<file path="src/rtl/odometer_scan_master.sv">
// Scan master for a daisy chain of odometers: shifts a control word, triggers a measurement, reads counts back.
// Defining ODOMETER_SAT_DETECT_EN adds the SAT flag for saturated (10'h3FF) counts; otherwise SAT is tied low.
module odometer_scan_master #(
  parameter int N_ODO     = 1,
  parameter int SCK_HALF  = 2,
  parameter int MEAS_WAIT = 4096
) (
  input  logic       CLK,
  input  logic       RESETB,
  input  logic       START,
  input  logic       ABORT,
  input  logic [6:0] CTRL_WORD,
  input  logic       SCAN_OUT_INT,
  output logic       SCAN_IN,
  output logic       SCAN_CLK1,
  output logic       LOAD,
  output logic       MEAS_TRIG,
  output logic       SCAN_CLK2,
  output logic       SCANCHAIN_IN,
  output logic [9:0] DATA_OUT,
  output logic [7:0] ODO_IDX,
  output logic       DATA_VALID,
  output logic       SAT,
  output logic       BUSY,
  output logic       DONE
);

  localparam int PW = $clog2(2 * SCK_HALF);
  localparam int WW = $clog2(MEAS_WAIT + 1);
  localparam logic [PW-1:0] PH_ZERO  = {PW{1'b0}};
  localparam logic [PW-1:0] PH_ONE   = PW'(1);
  localparam logic [PW-1:0] PH_HI    = PW'(SCK_HALF);
  localparam logic [PW-1:0] PH_LAST  = PW'(2 * SCK_HALF - 1);
  localparam logic [WW-1:0] W_ZERO   = {WW{1'b0}};
  localparam logic [WW-1:0] W_ONE    = WW'(1);
  localparam logic [WW-1:0] W_LAST   = WW'(MEAS_WAIT - 1);
  localparam logic [7:0]    GRP_LAST = 8'(N_ODO - 1);

  typedef enum logic [2:0] {
    IDLE      = 3'd0,
    CFG_SHIFT = 3'd1,
    CFG_LOAD  = 3'd2,
    TRIG      = 3'd3,
    WAIT_MEAS = 3'd4,
    READ      = 3'd5,
    FINISH    = 3'd6
  } state_t;

  state_t        state_q, state_d;
  logic [PW-1:0] ph_q, ph_d;
  logic [3:0]    bit_q, bit_d;
  logic [7:0]    grp_q, grp_d;
  logic [WW-1:0] wcnt_q, wcnt_d;
  logic [6:0]    ctrl_q, ctrl_d;
  logic [9:0]    sr_q, sr_d;
  logic          scan_in_q, scan_in_d;
  logic          sck1_q, sck1_d;
  logic          load_q, load_d;
  logic          trig_q, trig_d;
  logic          sck2_q, sck2_d;
  logic [9:0]    data_q, data_d;
  logic [7:0]    idx_q, idx_d;
  logic          dv_q, dv_d;
  logic          busy_q, busy_d;
  logic          done_q, done_d;
  logic          ph_last, grp_last;
`ifdef ODOMETER_SAT_DETECT_EN
  logic          sat_q, sat_d;
`endif

  assign ph_last  = (ph_q == PH_LAST);
  assign grp_last = (grp_q == GRP_LAST);

  // State, counters and registered outputs
  always_ff @(posedge CLK or negedge RESETB) begin
    if (!RESETB) begin
      state_q   <= IDLE;
      ph_q      <= PH_ZERO;
      bit_q     <= 4'd0;
      grp_q     <= 8'd0;
      wcnt_q    <= W_ZERO;
      ctrl_q    <= 7'd0;
      sr_q      <= 10'd0;
      scan_in_q <= 1'b0;
      sck1_q    <= 1'b0;
      load_q    <= 1'b0;
      trig_q    <= 1'b0;
      sck2_q    <= 1'b0;
      data_q    <= 10'd0;
      idx_q     <= 8'd0;
      dv_q      <= 1'b0;
      busy_q    <= 1'b0;
      done_q    <= 1'b0;
`ifdef ODOMETER_SAT_DETECT_EN
      sat_q     <= 1'b0;
`endif
    end else begin
      state_q   <= state_d;
      ph_q      <= ph_d;
      bit_q     <= bit_d;
      grp_q     <= grp_d;
      wcnt_q    <= wcnt_d;
      ctrl_q    <= ctrl_d;
      sr_q      <= sr_d;
      scan_in_q <= scan_in_d;
      sck1_q    <= sck1_d;
      load_q    <= load_d;
      trig_q    <= trig_d;
      sck2_q    <= sck2_d;
      data_q    <= data_d;
      idx_q     <= idx_d;
      dv_q      <= dv_d;
      busy_q    <= busy_d;
      done_q    <= done_d;
`ifdef ODOMETER_SAT_DETECT_EN
      sat_q     <= sat_d;
`endif
    end
  end

  // Next state and counters; bit 11 of the last READ frame is a one-cycle drain slot
  always_comb begin
    state_d = state_q;
    ph_d    = ph_q;
    bit_d   = bit_q;
    grp_d   = grp_q;
    wcnt_d  = wcnt_q;
    ctrl_d  = ctrl_q;
    sr_d    = sr_q;
    case (state_q)
      IDLE: begin
        if (START && !ABORT) begin
          state_d = CFG_SHIFT;
          ctrl_d  = CTRL_WORD;
          ph_d    = PH_ZERO;
          bit_d   = 4'd0;
          grp_d   = 8'd0;
        end else begin
          state_d = IDLE;
        end
      end
      CFG_SHIFT: begin
        if (ph_last) begin
          ph_d = PH_ZERO;
          if (bit_q == 4'd6) begin
            bit_d = 4'd0;
            if (grp_last) begin
              grp_d   = 8'd0;
              state_d = CFG_LOAD;
            end else begin
              grp_d = grp_q + 8'd1;
            end
          end else begin
            bit_d = bit_q + 4'd1;
          end
        end else begin
          ph_d = ph_q + PH_ONE;
        end
      end
      CFG_LOAD: begin
        if (ph_last) begin
          ph_d    = PH_ZERO;
          state_d = TRIG;
        end else begin
          ph_d = ph_q + PH_ONE;
        end
      end
      TRIG: begin
        if (ph_last) begin
          ph_d    = PH_ZERO;
          wcnt_d  = W_ZERO;
          state_d = WAIT_MEAS;
        end else begin
          ph_d = ph_q + PH_ONE;
        end
      end
      WAIT_MEAS: begin
        if (wcnt_q == W_LAST) begin
          wcnt_d  = W_ZERO;
          ph_d    = PH_ZERO;
          bit_d   = 4'd0;
          grp_d   = 8'd0;
          state_d = READ;
        end else begin
          wcnt_d = wcnt_q + W_ONE;
        end
      end
      READ: begin
        if (bit_q == 4'd11) begin
          bit_d   = 4'd0;
          grp_d   = 8'd0;
          state_d = FINISH;
        end else if (ph_last) begin
          ph_d = PH_ZERO;
          if (bit_q == 4'd10) begin
            if (grp_last) begin
              bit_d = 4'd11;
            end else begin
              bit_d = 4'd0;
              grp_d = grp_q + 8'd1;
            end
          end else begin
            sr_d[bit_q] = SCAN_OUT_INT;
            bit_d       = bit_q + 4'd1;
          end
        end else begin
          ph_d = ph_q + PH_ONE;
        end
      end
      FINISH: begin
        state_d = IDLE;
      end
      default: begin
        state_d = IDLE;
      end
    endcase
    if (ABORT && (state_q != IDLE)) begin
      state_d = IDLE;
      ph_d    = PH_ZERO;
      bit_d   = 4'd0;
      grp_d   = 8'd0;
      wcnt_d  = W_ZERO;
    end else begin
      state_d = state_d;
    end
  end

  // Outputs decoded from the next state so the registered pins line up with the state register
  always_comb begin
    scan_in_d = 1'b0;
    sck1_d    = 1'b0;
    load_d    = 1'b0;
    trig_d    = 1'b0;
    sck2_d    = 1'b0;
    case (state_d)
      CFG_SHIFT: begin
        sck1_d    = (ph_d >= PH_HI);
        scan_in_d = ctrl_d[3'd6 - bit_d[2:0]];
      end
      CFG_LOAD: begin
        load_d = (ph_d >= PH_HI);
      end
      TRIG: begin
        trig_d = 1'b1;
      end
      READ: begin
        sck2_d = (ph_d >= PH_HI) && (bit_d != 4'd11);
      end
      default: begin
        sck1_d = 1'b0;
      end
    endcase
    busy_d = (state_d != IDLE);
    done_d = (state_d == FINISH);
    dv_d   = 1'b0;
    data_d = data_q;
    idx_d  = idx_q;
    if ((state_q == READ) && ph_last && (bit_q == 4'd10) && !ABORT) begin
      dv_d   = 1'b1;
      data_d = sr_q;
      idx_d  = grp_q;
    end else begin
      dv_d = 1'b0;
    end
`ifdef ODOMETER_SAT_DETECT_EN
    sat_d = dv_d && (data_d == 10'h3FF);
`endif
  end

  assign SCAN_IN      = scan_in_q;
  assign SCAN_CLK1    = sck1_q;
  assign LOAD         = load_q;
  assign MEAS_TRIG    = trig_q;
  assign SCAN_CLK2    = sck2_q;
  assign SCANCHAIN_IN = 1'b0;
  assign DATA_OUT     = data_q;
  assign ODO_IDX      = idx_q;
  assign DATA_VALID   = dv_q;
  assign BUSY         = busy_q;
  assign DONE         = done_q;
`ifdef ODOMETER_SAT_DETECT_EN
  assign SAT          = sat_q;
`else
  assign SAT          = 1'b0;
`endif

endmodule

</file>
<file path="config.mk">
export PLATFORM = sky130hd
export DESIGN_NAME = odometer_scan_master
export DESIGN_NICKNAME = d
export VERILOG_FILES = /design/src/rtl/odometer_scan_master.sv
export SDC_FILE = /design/constraint.sdc
export NUM_CORES = 1
export LEC_CHECK = 0
export CELL_PAD_IN_SITES_DETAIL_PLACEMENT = 1
export CELL_PAD_IN_SITES_GLOBAL_PLACEMENT = 2
export CORE_ASPECT_RATIO = 0.75
export CORE_MARGIN = 2
export CORE_UTILIZATION = 33
export DETAILED_ROUTE_END_ITERATION = 8
export GPL_ROUTABILITY_DRIVEN = 0
export PLACE_DENSITY = 0.75
export SLEW_MARGIN = 20
export SYNTH_ARGS = -nofsm -noshare
export SYNTH_HDL_FRONTEND = slang
export SYNTH_SLANG_ARGS = --single-unit
</file>
<file path="constraint.sdc">
create_clock -name CLK -period 2.6 [get_ports CLK]
set_input_delay 0.52 -clock CLK [delete_from_list [all_inputs] [get_ports CLK]]
set_output_delay 0.52 -clock CLK [all_outputs]
set_load 0.02 [all_outputs]
</file>
; After elaboration in Yosys (flattened, before gate mapping)
; Index checks and enable logic that the tools add are counted.
; W data, S select, Z words.
[totals]
input_bits = 12
word_cells = 124
ff_bits = 73
out_inout_bits = 28
[classes]
reduce_logical = 18
order_cmp = 4
mux = 54
n_addsub = 5
n_bitwise = 2
eq_ne = 24
[ops]
columns = op, n
row1 = $mux W8, 10
row2 = $mux W13, 3
row3 = $mux W4, 9
row4 = $pmux W8 S4, 1
row5 = $pmux W13 S2, 1
row6 = $mux W3, 8
row7 = $pmux W3 S6, 1
row8 = $ne A4 B4 Y1 const B, 4
row9 = $pmux W4 S4, 1
row10 = $ne A3 B3 Y1 const B, 5
row11 = $mux W7, 2
row12 = $add A13 B1 Y13 const B, 1
row13 = $eq A13 B12 Y1 const B, 1
row14 = $eq A3 B2 Y1 const B, 4
row15 = $eq A3 B3 Y1 const B, 4
row16 = $bwmux W10, 1
row17 = $mux W2, 5
row18 = $mux W1, 9
row19 = $reduce_bool A3 Y1, 3
row20 = $add A8 B1 Y8 const B, 1
row21 = $eq A4 B4 Y1 const B, 2
row22 = $logic_not A8 Y1, 1
row23 = $pmux W2 S4, 1
row24 = $reduce_and A8 Y1, 1
row25 = other kinds (20), 28

; Depth between registers and ports, before layout
[logic_depth]
word_depth = 11
mapped_depth = 11
depth_no_buf = 11

; Worst setup path after synthesis
; OpenSTA, ideal clock, no wires.
[synth_path]
path_type = register -> register
from = reg bit_q[0]
to = reg scan_in_q, in the netlist SCAN_IN
stages_incl_launch_ff = 11
path_buffers = 0
path_slack_ns = -0.075
t_arrival_ns = 2.549
required_ns = 2.474
setup_time_ns = 0.126
period_less_slack_ns = 2.675
cell_sequence = dfrtp_1 -> ha_1 -> and3b_1 -> or3_4 -> o21ai_4 -> a32oi_1 -> nor2_1 -> ha_1 -> mux4_2 -> o21a_1 -> a21boi_1
[synth_via]
elab_chain_len = 10
elab_cells_between_ends = 23
classes_between = add/sub (2) / eq/ne (4) / mux (17)
[synth_rtl]
columns = element, line_no
row1 = start: declaration, 51  ; logic [3:0] bit_q, bit_d;
row2 = start signal: assignment, 100  ; bit_q <= bit_d;
row3 = $add A4 B1 Y4 or $eq A4 B4 Y1 (tied branches), "154, 204, 195"
row4 = $mux W4, 195  ; if (bit_q == 4'd10) begin
row5 = $mux W4, 193  ; end else if (ph_last) begin
row6 = $mux W4, 189  ; if (bit_q == 4'd11) begin
row7 = $pmux W4 S4 (*), 130  ; case (state_q)
row8 = $mux W4 (*), 217  ; if (ABORT && (state_q != IDLE)) begin
row9 = via bit_d[1], 51
row10 = $sub A3 B3 Y3 (*), 238  ; scan_in_d = ctrl_d[3'd6 - bit_d[2:0]];
row11 = $bmux W1 S3 (*), 238
row12 = $mux W1 (implied by the code) (*), 238
row13 = $mux W1 (*), 235  ; case (state_d)
row14 = via scan_in_d, 56  ; logic scan_in_q, scan_in_d;
row15 = end signal: assignment, 105  ; scan_in_q <= scan_in_d;
row16 = end: declaration, 56
; The timed path passes the listed nets; every way through them passes the cells marked *. The select of a mux whose other input is x is not followed.
; A chain may end at the register's enable or synchronous reset.

; Worst setup path in the final report
[layout_path]
from = reg bit_q[1]
to = reg scan_in_q, in the netlist SCAN_IN
; Same word-level chain as after synthesis.

==> impl_metrics.csv <==
group,metric,value,unit
status,outcome,"complete, no violations",
die,io_pins,40,
sta,finalCritPeriodShare,99.83,%
clock_network,cts_tree,"done",
final_layout,multi_input_area,1892,µm²
setup_path,cpMostUsedCell,"ha_4",
clock_network,clk_latency,340,ps
global_route,antenna_found_initial,0,
die,die_h,95.98,µm
worst_hold_path,hold_class,"input port to async pin",
clock_network,clkTransAtPathRegs,60,ps
setup_path,arrival,2810,ps
final_layout,nets,471,
synthesis,syn_area,3722,µm²
power,power_per_cell_area,694.6,nW/µm²
place,port_buffers,37,
setup_path,crit_path_cell_trace,"ha_4, and3b_1, or3_4, o21ai_4, a32oi_2, nor2_2, ha_4, mux4_2, o21a_1, a21boi_1",
final_layout,area_delta_synth_final,38.18,%
routing,drtPass1Iterations,4,
routing,vias,3060,
global_route,grt_pass1_wl,16990,µm
routing,drtIter0Drc,125,
sta,setup-violations-final,0,
clock_network,h-tree-depth,3,
final_layout,final_cell_mix,"dfrtp_1, buf_4, clkdlybuf4s50_1, mux2_2, nor2_1",
sta,max_slew.worst_pin.slew,559.0,ps
setup_path,slowest_delay,440,ps
clock_network,cts_buffer_depth,2,
routing,routed_via_density,5.143,
sta,fin_skew,3.034,ps
sta,hold_violations,0,
setup_path,startpoint_type,"flip-flop",
die,fp-row-count,33,
sta,slew_headroom,62.44,%
final_layout,fillerInstances,1205,
setup_path,critPathKind,"flip-flop to flip-flop",
routing,routed_wl,10040,µm
global_route,grt_pass1_vias,3201,
synthesis,synth.avg_cell_area,10.67,µm²
die,core_region_area,10940,µm²
synthesis,yosysWarnings,0,
power,leakage,2.286,nW
sta,timing.hold.ws,153.3,ps
global_route,grt_use_total,17.78,%
setup_path,crit_fanout,4,
clock_network,holdBufCountCts,0,
setup_path,critical-path-slowest-cell,"dfrtp_2",
sta,period_needed,2596,ps
sta,clock.fmax,385.3,MHz
final_layout,finalCoreUtilization,47.01,%
final_layout,diodes,0,
synthesis,ys_types,58,
die,dieArea,12150,µm²
final_layout,drive_above_1_share,32.09,%
clock_network,root_buffer,"clkbuf_16",
setup_path,cp.required,2810,ps
job,drv_cap,0,
routing,drtAntennaViolNets,0,
die,chipWidth,126.6,µm
clock_network,cts_made_buffers,9,
synthesis,syn_inst,349,
synthesis,ys_seq_area_share,49.08,%
synthesis,ys_ff_latch,73,
place,preCtsSetupSlack,-418.2,ps
place,hpwl,7077,µm
global_route,grt-ovfl-total,0,
sta,rsz0062_at_grt,"yes",
sta,setup_ws,4.418,ps
routing,routedWlPerCell,16.87,µm
synthesis,synth_edf_count,0,
global_route,grt_max_degree,41,
routing,remaining_drc_errors,0,
clock_network,cts.sinks,73,
die,start_util,34.02,%
final_layout,mostFrequentLayoutCell,"dfrtp_1",
synthesis,synth_ff_type,"dfrtp_1",
setup_path,end_kind,"flip-flop",
synthesis,synthArstFlopShare,100.0,%
power,ir_worst_vdd,0.0003401,V
final_layout,regArea,1829,µm²
sta,report.final.slew_viol_count,0,
per-stage QoR:
stage | total power [W] | area [µm²] | TNS (ps) | std cells
after global placement | 0.002157 | 4643 | -526.1 | 568
after floorplan | 0.001779 | 3740 | 0 | 350
final | 0.003573 | 5144 | 0 | 595
after CTS | 0.003586 | 5047 | -16.63 | 591
after detailed placement | 0.002171 | 4643 | -789.7 | 568
after global routing | 0.003760 | 5144 | -156.1 | 595
state kept, by name, summed over array words and instances (netlist names), 2 cells and up:
register  cells
sr_q         10
DATA_OUT     10
ctrl_q        7
wcnt_q       13
ph_q          2
ODO_IDX       8
grp_q         8
state_q       3
bit_q         4
routing by layer:
metal	vias to the layer above	global-route usage (%)	wire (µm)
met5	-	0	0
met4	0	5.037	131
met3	10	4.113	345
li1	1459	-	-
met1	1545	24.65	5069
met2	46	28.07	4490
final cells by class:
class | instances | area share (%)
clock buffer | 12 | 4.792
clock inverter | 4 | 1.484
inverter | 11 | 0.8027
multi-input combinational | 251 | 36.78
sequential | 73 | 35.56
tap | 140 | 3.405
timing repair buffer | 104 | 17.17
synthesized netlist by cell type, types with 4 or more instances:
library cell  count  share of area, %
dfrtp_1          73                49
mux2_2           35                11
nor2_1           28               2.8
nand2_1          25               2.5
o21ai_0          23               3.1
nor3_1           12               1.6
inv_1            11               1.1
nand3_1          11               1.5
ha_1              9               3.0
nand2b_1          8               1.3
buf_2             7              0.94
nand4_1           7               1.2
a21oi_1           6              0.81
and3_1            6               1.0
nor2b_1           5              0.84
o21a_1            5               1.0
xor2_1            5               1.2
a31oi_1           4              0.67
or3_1             4              0.67
xnor2_1           4              0.94
critical path, delay by kind of cell, from the launching register on:
family                     cells  cell delay (ps)
DFF                            1              440
and+or+nand+nor                3              740
muxes                          1              280
adders and majority gates      2              410
AOI/OAI and AO/OA              4              600
where the power goes:
group / internal [W] / switching (W) / total [W] / leakage [nW]
clock: 0.000869 / 0.000484 / 0.00135 / 0.153
combinational: 0.000456 / 0.000462 / 0.000917 / 1.16
sequential: 0.00124 / 0.0000615 / 0.00130 / 0.974
total: 0.00257 / 0.00101 / 0.00357 / 2.29
cells by family (layout without fill, tap and decap cells):
group	Yosys count	after routing	share of synthesized area (%)
AND/OR/NAND/NOR	131	131	19.40
flip-flops	73	73	49.08
AO/OA/AOI/OAI	64	64	12.03
multiplexers	36	36	11.19
buffers and inverters	26	131	3.059
adder cells (fa/ha/maj)	9	9	3.025
XOR/XNOR	9	9	2.117
other	1	2	0.1007
repair_timing:
| item | in CTS | in global routing |
|---|---|---|
| pin swaps | 10 | 5 |
| buffers inserted | 7 | 4 |
| gates resized for setup | 7 | 11 |
| hold endpoints to repair | 0 | 0 |
| endpoints found under the setup margin | 1 | 3 |
path summary, 6_finish.rpt:
kind	cells after the start	start	slack, ps	endpoint
max	10	bit_q[1]	4	SCAN_IN
min	1	RESETB	150	wcnt_q[7]
max reg2reg	10	bit_q[1]	4	SCAN_IN
min reg2reg	1	ctrl_q[4]	490	ctrl_q[4]
max in group asynchronous	2	RESETB	1880	SCAN_CLK2
min in group CLK	1	ctrl_q[4]	490	ctrl_q[4]
Note: power is estimated with default switching activity, not from simulation.
